--- config.mk ---
export PLATFORM = sky130hd
export DESIGN_NAME = seven_segment_scan_controller_flat
export DESIGN_NICKNAME = d
export VERILOG_FILES = /design/src/rtl/seven_segment_pkg.sv /design/src/rtl/seven_segment_scan_controller_if.sv /design/src/rtl/seven_segment_prescaler.sv /design/src/rtl/seven_segment_scan_controller.sv /design/src/flat_wrapper.sv
export SDC_FILE = /design/constraint.sdc
export NUM_CORES = 1
export LEC_CHECK = 0
export BUFFER_PORTS_ARGS = -buffer_cell sky130_fd_sc_hd__buf_2
export CORE_ASPECT_RATIO = 1.1
export CORE_UTILIZATION = 60
export CTS_CLUSTER_DIAMETER = 40
export DETAILED_ROUTE_END_ITERATION = 10
export PLACE_DENSITY_LB_ADDON = 0.25
export SKIP_LAST_GASP = 1
export SLEW_MARGIN = 5
export SYNTH_ARGS = -nofsm -noshare
export SYNTH_HDL_FRONTEND = slang
export SYNTH_HIERARCHICAL = 1
export SYNTH_SLANG_ARGS = --single-unit
--- constraint.sdc ---
create_clock -name clk -period 3.95 [get_ports clk]
set_input_delay 0.5925 -clock clk [delete_from_list [all_inputs] [get_ports clk]]
set_output_delay 0.5925 -clock clk [all_outputs]
set_load 0.01 [all_outputs]
--- src/rtl/seven_segment_pkg.sv ---
// Shared types and helpers for the seven-segment scan controller slice.
package seven_segment_pkg;

   localparam int unsigned CODE_W = 4;

   typedef enum logic {
      PH_BLANK = 1'b0,
      PH_SHOW  = 1'b1
   } phase_e;

   // Bits needed to hold 0..n-1, never less than one bit.
   function automatic int unsigned idx_width(input int unsigned n);
      return (n > 1) ? $clog2(n) : 1;
   endfunction

endpackage

--- src/rtl/seven_segment_scan_controller_if.sv ---
// Host-side load/control signals and display-side scan outputs of the scan controller.
interface seven_segment_scan_controller_if #(
   parameter int unsigned NUM_DIGITS = 4
);
   import seven_segment_pkg::*;

   localparam int unsigned IDX_W  = idx_width(NUM_DIGITS);
   localparam int unsigned DATA_W = CODE_W * NUM_DIGITS;

   logic                  enable;
   logic                  load;
   logic [DATA_W-1:0]     data_in;
   logic [NUM_DIGITS-1:0] dp_in;
   logic [NUM_DIGITS-1:0] mask_in;
   logic                  lzb;

   logic [CODE_W-1:0]     code;
   logic                  dp;
   logic [NUM_DIGITS-1:0] digit_en;
   logic [IDX_W-1:0]      digit_idx;
   logic                  frame_start;
   logic                  pending;

   modport master (
      output enable, load, data_in, dp_in, mask_in, lzb,
      input  code, dp, digit_en, digit_idx, frame_start, pending
   );

   modport slave (
      input  enable, load, data_in, dp_in, mask_in, lzb,
      output code, dp, digit_en, digit_idx, frame_start, pending
   );

endinterface

--- src/rtl/seven_segment_prescaler.sv ---
// Digit-slot counter: counts 0..PRESCALE-1 while enabled and flags the last cycle of a slot.
module seven_segment_prescaler
   import seven_segment_pkg::*;
#(
   parameter int unsigned PRESCALE = 50000,
   parameter int unsigned CNT_W    = idx_width(PRESCALE)
) (
   input  logic             clk,
   input  logic             rst_n,
   input  logic             enable,
   output logic [CNT_W-1:0] count,
   output logic             wrap_c
);

   assign wrap_c = enable && (count == CNT_W'(PRESCALE - 1));

   // Counter holds its position while disabled so a paused slot resumes where it stopped.
   always_ff @(posedge clk or negedge rst_n) begin
      if (!rst_n) begin
         count <= '0;
      end else if (enable) begin
         if (wrap_c) count <= '0;
         else        count <= count + CNT_W'(1);
      end
   end

endmodule

--- src/rtl/seven_segment_scan_controller.sv ---
// Time-multiplexed scanner for a common-bus seven-segment display with
// inter-digit blanking and frame-synchronous double-buffered updates.
module seven_segment_scan_controller
   import seven_segment_pkg::*;
#(
   parameter int unsigned NUM_DIGITS   = 4,
   parameter int unsigned PRESCALE     = 50000,
   parameter int unsigned BLANK_CYCLES = 500
) (
   input  logic                              clk,
   input  logic                              rst_n,
   seven_segment_scan_controller_if.slave    bus
);

   localparam int unsigned IDX_W = idx_width(NUM_DIGITS);
   localparam int unsigned CNT_W = idx_width(PRESCALE);

   logic [CNT_W-1:0]                   slot_cnt;
   logic                               slot_wrap_c;
   logic [IDX_W-1:0]                   idx_q;
   logic                               last_idx_c;
   logic                               frame_edge_c;
   phase_e                             phase_c;

   logic [NUM_DIGITS-1:0][CODE_W-1:0]  active_code_q;
   logic [NUM_DIGITS-1:0]              active_dp_q;
   logic [NUM_DIGITS-1:0]              active_mask_q;
   logic [NUM_DIGITS-1:0][CODE_W-1:0]  shadow_code_q;
   logic [NUM_DIGITS-1:0]              shadow_dp_q;
   logic [NUM_DIGITS-1:0]              shadow_mask_q;
   logic                               pending_q;

   logic [NUM_DIGITS-1:0]              lead_blank_c;
   logic [NUM_DIGITS-1:0]              visible_c;
   logic [NUM_DIGITS-1:0]              onehot_c;
   logic                               zero_run_c;

   seven_segment_prescaler #(
      .PRESCALE (PRESCALE),
      .CNT_W    (CNT_W)
   ) u_prescaler (
      .clk    (clk),
      .rst_n  (rst_n),
      .enable (bus.enable),
      .count  (slot_cnt),
      .wrap_c (slot_wrap_c)
   );

   assign last_idx_c   = (idx_q == IDX_W'(NUM_DIGITS - 1));
   assign frame_edge_c = slot_wrap_c && last_idx_c;
   assign phase_c      = (slot_cnt < CNT_W'(BLANK_CYCLES)) ? PH_BLANK : PH_SHOW;
   assign onehot_c     = NUM_DIGITS'(1) << idx_q;

   // Digit index advances once per slot and wraps at the frame boundary.
   always_ff @(posedge clk or negedge rst_n) begin
      if (!rst_n) begin
         idx_q <= '0;
      end else if (slot_wrap_c) begin
         if (last_idx_c) idx_q <= '0;
         else            idx_q <= idx_q + IDX_W'(1);
      end
   end

   // A load coinciding with the frame boundary skips the shadow and lands in active directly.
   always_ff @(posedge clk or negedge rst_n) begin
      if (!rst_n) begin
         active_code_q <= '0;
         active_dp_q   <= '0;
         active_mask_q <= '0;
         shadow_code_q <= '0;
         shadow_dp_q   <= '0;
         shadow_mask_q <= '0;
         pending_q     <= 1'b0;
      end else if (bus.load) begin
         if (frame_edge_c) begin
            active_code_q <= bus.data_in;
            active_dp_q   <= bus.dp_in;
            active_mask_q <= bus.mask_in;
            pending_q     <= 1'b0;
         end else begin
            shadow_code_q <= bus.data_in;
            shadow_dp_q   <= bus.dp_in;
            shadow_mask_q <= bus.mask_in;
            pending_q     <= 1'b1;
         end
      end else if (frame_edge_c && pending_q) begin
         active_code_q <= shadow_code_q;
         active_dp_q   <= shadow_dp_q;
         active_mask_q <= shadow_mask_q;
         pending_q     <= 1'b0;
      end
   end

   // Leading-zero blanking: walk down from the top digit while every code seen is zero.
   always_comb begin
      lead_blank_c = '0;
      zero_run_c   = 1'b1;
      for (int i = NUM_DIGITS - 1; i >= 0; i--) begin
         zero_run_c      = zero_run_c & (active_code_q[i] == '0);
         lead_blank_c[i] = bus.lzb & zero_run_c & (i != 0);
      end
   end

   assign visible_c = active_mask_q & ~lead_blank_c;

   // Registered display outputs; nothing reaches the pins without passing a flop.
   always_ff @(posedge clk or negedge rst_n) begin
      if (!rst_n) begin
         bus.code        <= '0;
         bus.dp          <= 1'b0;
         bus.digit_en    <= '0;
         bus.digit_idx   <= '0;
         bus.frame_start <= 1'b0;
         bus.pending     <= 1'b0;
      end else begin
         bus.code        <= active_code_q[idx_q];
         bus.dp          <= active_dp_q[idx_q];
         bus.digit_idx   <= idx_q;
         bus.digit_en    <= (bus.enable && (phase_c == PH_SHOW) && visible_c[idx_q])
                            ? onehot_c : '0;
         bus.frame_start <= bus.enable && (slot_cnt == '0) && (idx_q == '0);
         bus.pending     <= pending_q;
      end
   end

endmodule

--- src/flat_wrapper.sv ---
// flat-port wrapper written by rule: the top's interface ports become plain ports
module seven_segment_scan_controller_flat import seven_segment_pkg::*;
#(
   parameter int unsigned NUM_DIGITS   = 4,
   parameter int unsigned PRESCALE     = 50000,
   parameter int unsigned BLANK_CYCLES = 500
)
  (clk, rst_n, bus_enable, bus_load, bus_data_in, bus_dp_in, bus_mask_in, bus_lzb, bus_code, bus_dp, bus_digit_en, bus_digit_idx, bus_frame_start, bus_pending);
  seven_segment_scan_controller_if #(.NUM_DIGITS(NUM_DIGITS)) bus_i ();
  input  logic clk;
  input  logic rst_n;
  input wire logic [$bits(bus_i.enable)-1:0] bus_enable;
  input wire logic [$bits(bus_i.load)-1:0] bus_load;
  input wire logic [$bits(bus_i.data_in)-1:0] bus_data_in;
  input wire logic [$bits(bus_i.dp_in)-1:0] bus_dp_in;
  input wire logic [$bits(bus_i.mask_in)-1:0] bus_mask_in;
  input wire logic [$bits(bus_i.lzb)-1:0] bus_lzb;
  output wire logic [$bits(bus_i.code)-1:0] bus_code;
  output wire logic [$bits(bus_i.dp)-1:0] bus_dp;
  output wire logic [$bits(bus_i.digit_en)-1:0] bus_digit_en;
  output wire logic [$bits(bus_i.digit_idx)-1:0] bus_digit_idx;
  output wire logic [$bits(bus_i.frame_start)-1:0] bus_frame_start;
  output wire logic [$bits(bus_i.pending)-1:0] bus_pending;
  assign bus_i.enable = bus_enable;
  assign bus_i.load = bus_load;
  assign bus_i.data_in = bus_data_in;
  assign bus_i.dp_in = bus_dp_in;
  assign bus_i.mask_in = bus_mask_in;
  assign bus_i.lzb = bus_lzb;
  assign bus_code = bus_i.code;
  assign bus_dp = bus_i.dp;
  assign bus_digit_en = bus_i.digit_en;
  assign bus_digit_idx = bus_i.digit_idx;
  assign bus_frame_start = bus_i.frame_start;
  assign bus_pending = bus_i.pending;
  seven_segment_scan_controller #(.NUM_DIGITS(NUM_DIGITS), .PRESCALE(PRESCALE), .BLANK_CYCLES(BLANK_CYCLES)) u_core (.clk(clk), .rst_n(rst_n), .bus(bus_i));
endmodule
==> impl_metrics.tcl <==
set metrics [dict create \
    status "complete, no violations" \
    firstDrtPassIters 4 \
    slew_viol_final 0 \
    grt_max_degree 81 \
    drive_above_1_share_pct 25.4 \
    std_cell_rows 29 \
    cts_resized 0 \
    final.setup.tns_ns 0 \
    grt_pass1_wl_mm 11.1 \
    r2r_end "u_core/active_code_q[1]" \
    reg2reg_depth 7 \
    wirelength_mm 6.42 \
    cts_setup_buffers 0 \
    core_area_mm2 0.00581 \
    grt_pass1_vias 2364 \
    fin_hold_ws_ns 0.379 \
    synth-seq-cells 80 \
    ir_drop_v 0.000289 \
    worstMarginPinSlew_ns 1.01 \
    synth_edf_count 0 \
    routedWlPerCell_um 15.3 \
    rsz0062_at_grt "no" \
    syn_area_per_cell_um2 12.2 \
    arrival_ns 2.93 \
    finalSetupViolCount 0 \
    synth_cell_types 40 \
    worstPathRequired_ns 4.18 \
    die_height_um 83.4 \
    antenna_found_initial 0 \
    insertion_delay_ns 0.35 \
    end_kind "register" \
    p_leak_nw 1.91 \
    worstPathMaxFanout 33 \
    cp-endpoint "u_core/active_code_q[1]" \
    grt_use_total_pct 22.8 \
    syn_to_final_growth_pct 12.3 \
    fin_cells 420 \
    syn_area_mm2 0.00361 \
    die-area_mm2 0.00634 \
    ys_async_sr_fraction_pct 100 \
    via_count 2390 \
    ys_warn_count 6 \
    synth_flop_cell "dfrtp_1" \
    slew_headroom_pct 32.5 \
    critPathKind "reg2reg" \
    reg2reg_setup_slack_ns 1.25 \
    fmax_mhz 370 \
    cts_made_buffers 9 \
    period_share_pct 68.5 \
    worstReg2RegStart "u_core/u_prescaler/count[0]" \
    cp-startpoint "u_core/u_prescaler/count[0]" \
    die_w_um 76.0 \
    synth.net_count 330 \
    cts.sinks 80 \
    powerDensity_mw_per_mm2 427 \
    hold_buffers 0 \
    period_minus_slack_ns 2.70 \
    drv_cap 0 \
    ioPinCount 42 \
    place_congestion 0.824 \
    h-tree-depth 3 \
    root_buffer "clkbuf_8" \
    hp-class "in2async" \
    drtAntennaViolNets 0 \
    place_ws_ns 1.04 \
    post_drt_via_cell_ratio 5.69 \
    drt_iter0_markers 223 \
    finalClockSkew_ns 0.00503 \
    cts_tree "yes" \
    drc_errors 0 \
    syn_inst 296 \
    gr-total-overflow 0 \
    yosysSeqAreaShare_pct 55.4 \
    startpoint_type "register" \
    dpl.cell_count 404 \
    fin_nets 372 \
    layout_setup_ws_ns 1.25 \
    antennaDiodeCount 0 \
    hpwl_mm 4.42 \
    clk_pin_slew_ns 0.08 \
    io_buffers 41 \
    initial_core_util_pct 62.3 \
    hold_viol 0 \
    clockBufferDepth 2 \
]
per-stage QoR:
| step | utilization, % | cell area [µm²] | total power, mW |
|---|---|---|---|
| final | 69.9 | 4060 | 1.73 |
| after detailed placement | 66.4 | 3850 | 1.14 |
| after global routing | 69.9 | 4060 | 1.81 |
| after CTS | 69.9 | 4060 | 1.75 |
| after floorplan | - | 3610 | 1.06 |
| after global placement | 66.4 | 3850 | 1.13 |
worst max-delay path, stage by stage, from the launching register on:
cell and delay, ns:
dfrtp_1 0.41, ha_1 0.22, and4_4 0.24, and4_1 0.55, o211ai_1 0.54, buf_4 0.40
nand2_1 0.10, o21ai_0 0.09
layout by cell type, fill, tap and decap left out, types with 6 or more instances in the layout:
master,instances
mux2i_1,25
dfrtp_1,80
nor2_1,12
nor3_1,9
xor2_1,7
clkbuf_8,11
o21ai_1,6
nand3_1,8
nand2_1,36
o21ai_0,21
mux2_2,18
mux2_1,7
buf_2,40
how the worst min path moves through the flow:
stage	start	to	depth (start not counted)
2_1_floorplan	rst_n	u_core/active_code_q[0]	0
3_3_place_gp	u_core/pending_q	u_core/bus.pending	0
3_5_place_dp	u_core/pending_q	u_core/bus.pending	0
4_1_cts	rst_n	u_core/shadow_code_q[4]	1
5_1_grt	rst_n	u_core/shadow_code_q[4]	1
6_report	rst_n	u_core/shadow_code_q[4]	1
kinds of logic after synthesis:
logic type / share of synthesized area (%)
compound gates: 6.30
mux: 17.9
buf+inv: 2.66
simple gates: 13.1
fa+ha+maj: 1.73
flops: 55.4
xor+xnor: 2.91
cell usage after synthesis (all sizes together), types with 2 or more instances:
cell type,instances,area [µm²]
clkbuf,3,21.3
nor2,12,45.0
and4,5,46.3
nand4,4,25.0
nand2,36,135
mux2,25,282
ha,5,62.6
o2111ai,4,35.0
inv,4,15.0
xor2,7,61.3
o21ai,27,135
dfrtp,80,2000
a21oi,2,10.0
nor3,9,45.0
nand2b,2,12.5
nor4,6,52.6
and3,3,20.0
nand3,8,40.0
xnor2,5,43.8
mux2i,25,250
buf,9,60.1
mux4,5,116
layout make-up:
class | count | area [µm²]
Timing Repair Buffer | 43 | 223
Tap cell | 77 | 96.3
Inverter | 4 | 15.0
Clock inverter | 5 | 55.1
Clock buffer | 11 | 151
Multi-Input combinational cell | 200 | 1520
Sequential cell | 80 | 2000
Fill cell | 425 | 1750
registers in the layout (all words and copies together) (netlist names):
name	count
u_core/active_code_q	16
u_core/shadow_code_q	16
u_core/u_prescaler/count	16
u_core/active_dp_q	4
u_core/active_mask_q	4
u_core/bus.code	4
u_core/bus.digit_en	4
u_core/shadow_dp_q	4
u_core/shadow_mask_q	4
u_core/bus.digit_idx	2
u_core/idx_q	2
u_core/bus.dp	1
u_core/bus.frame_start	1
u_core/bus.pending	1
u_core/pending_q	1
power by group:
part	switching (mW)	total, mW	leakage [nW]	internal (mW)
clock network	0.289	0.612	0.101	0.324
logic	0.0898	0.183	0.791	0.0935
registers	0.0621	0.938	1.02	0.876
metal layers:
layer	up-vias	share of wire, %	global-route usage [%]
li1	1147	-	-
met1	1153	44	30.4
met5	-	0	0
met3	13	5.4	5.27
met4	0	2.6	12.2
met2	77	48	35.0
Note: power is estimated with default switching activity, not from simulation.
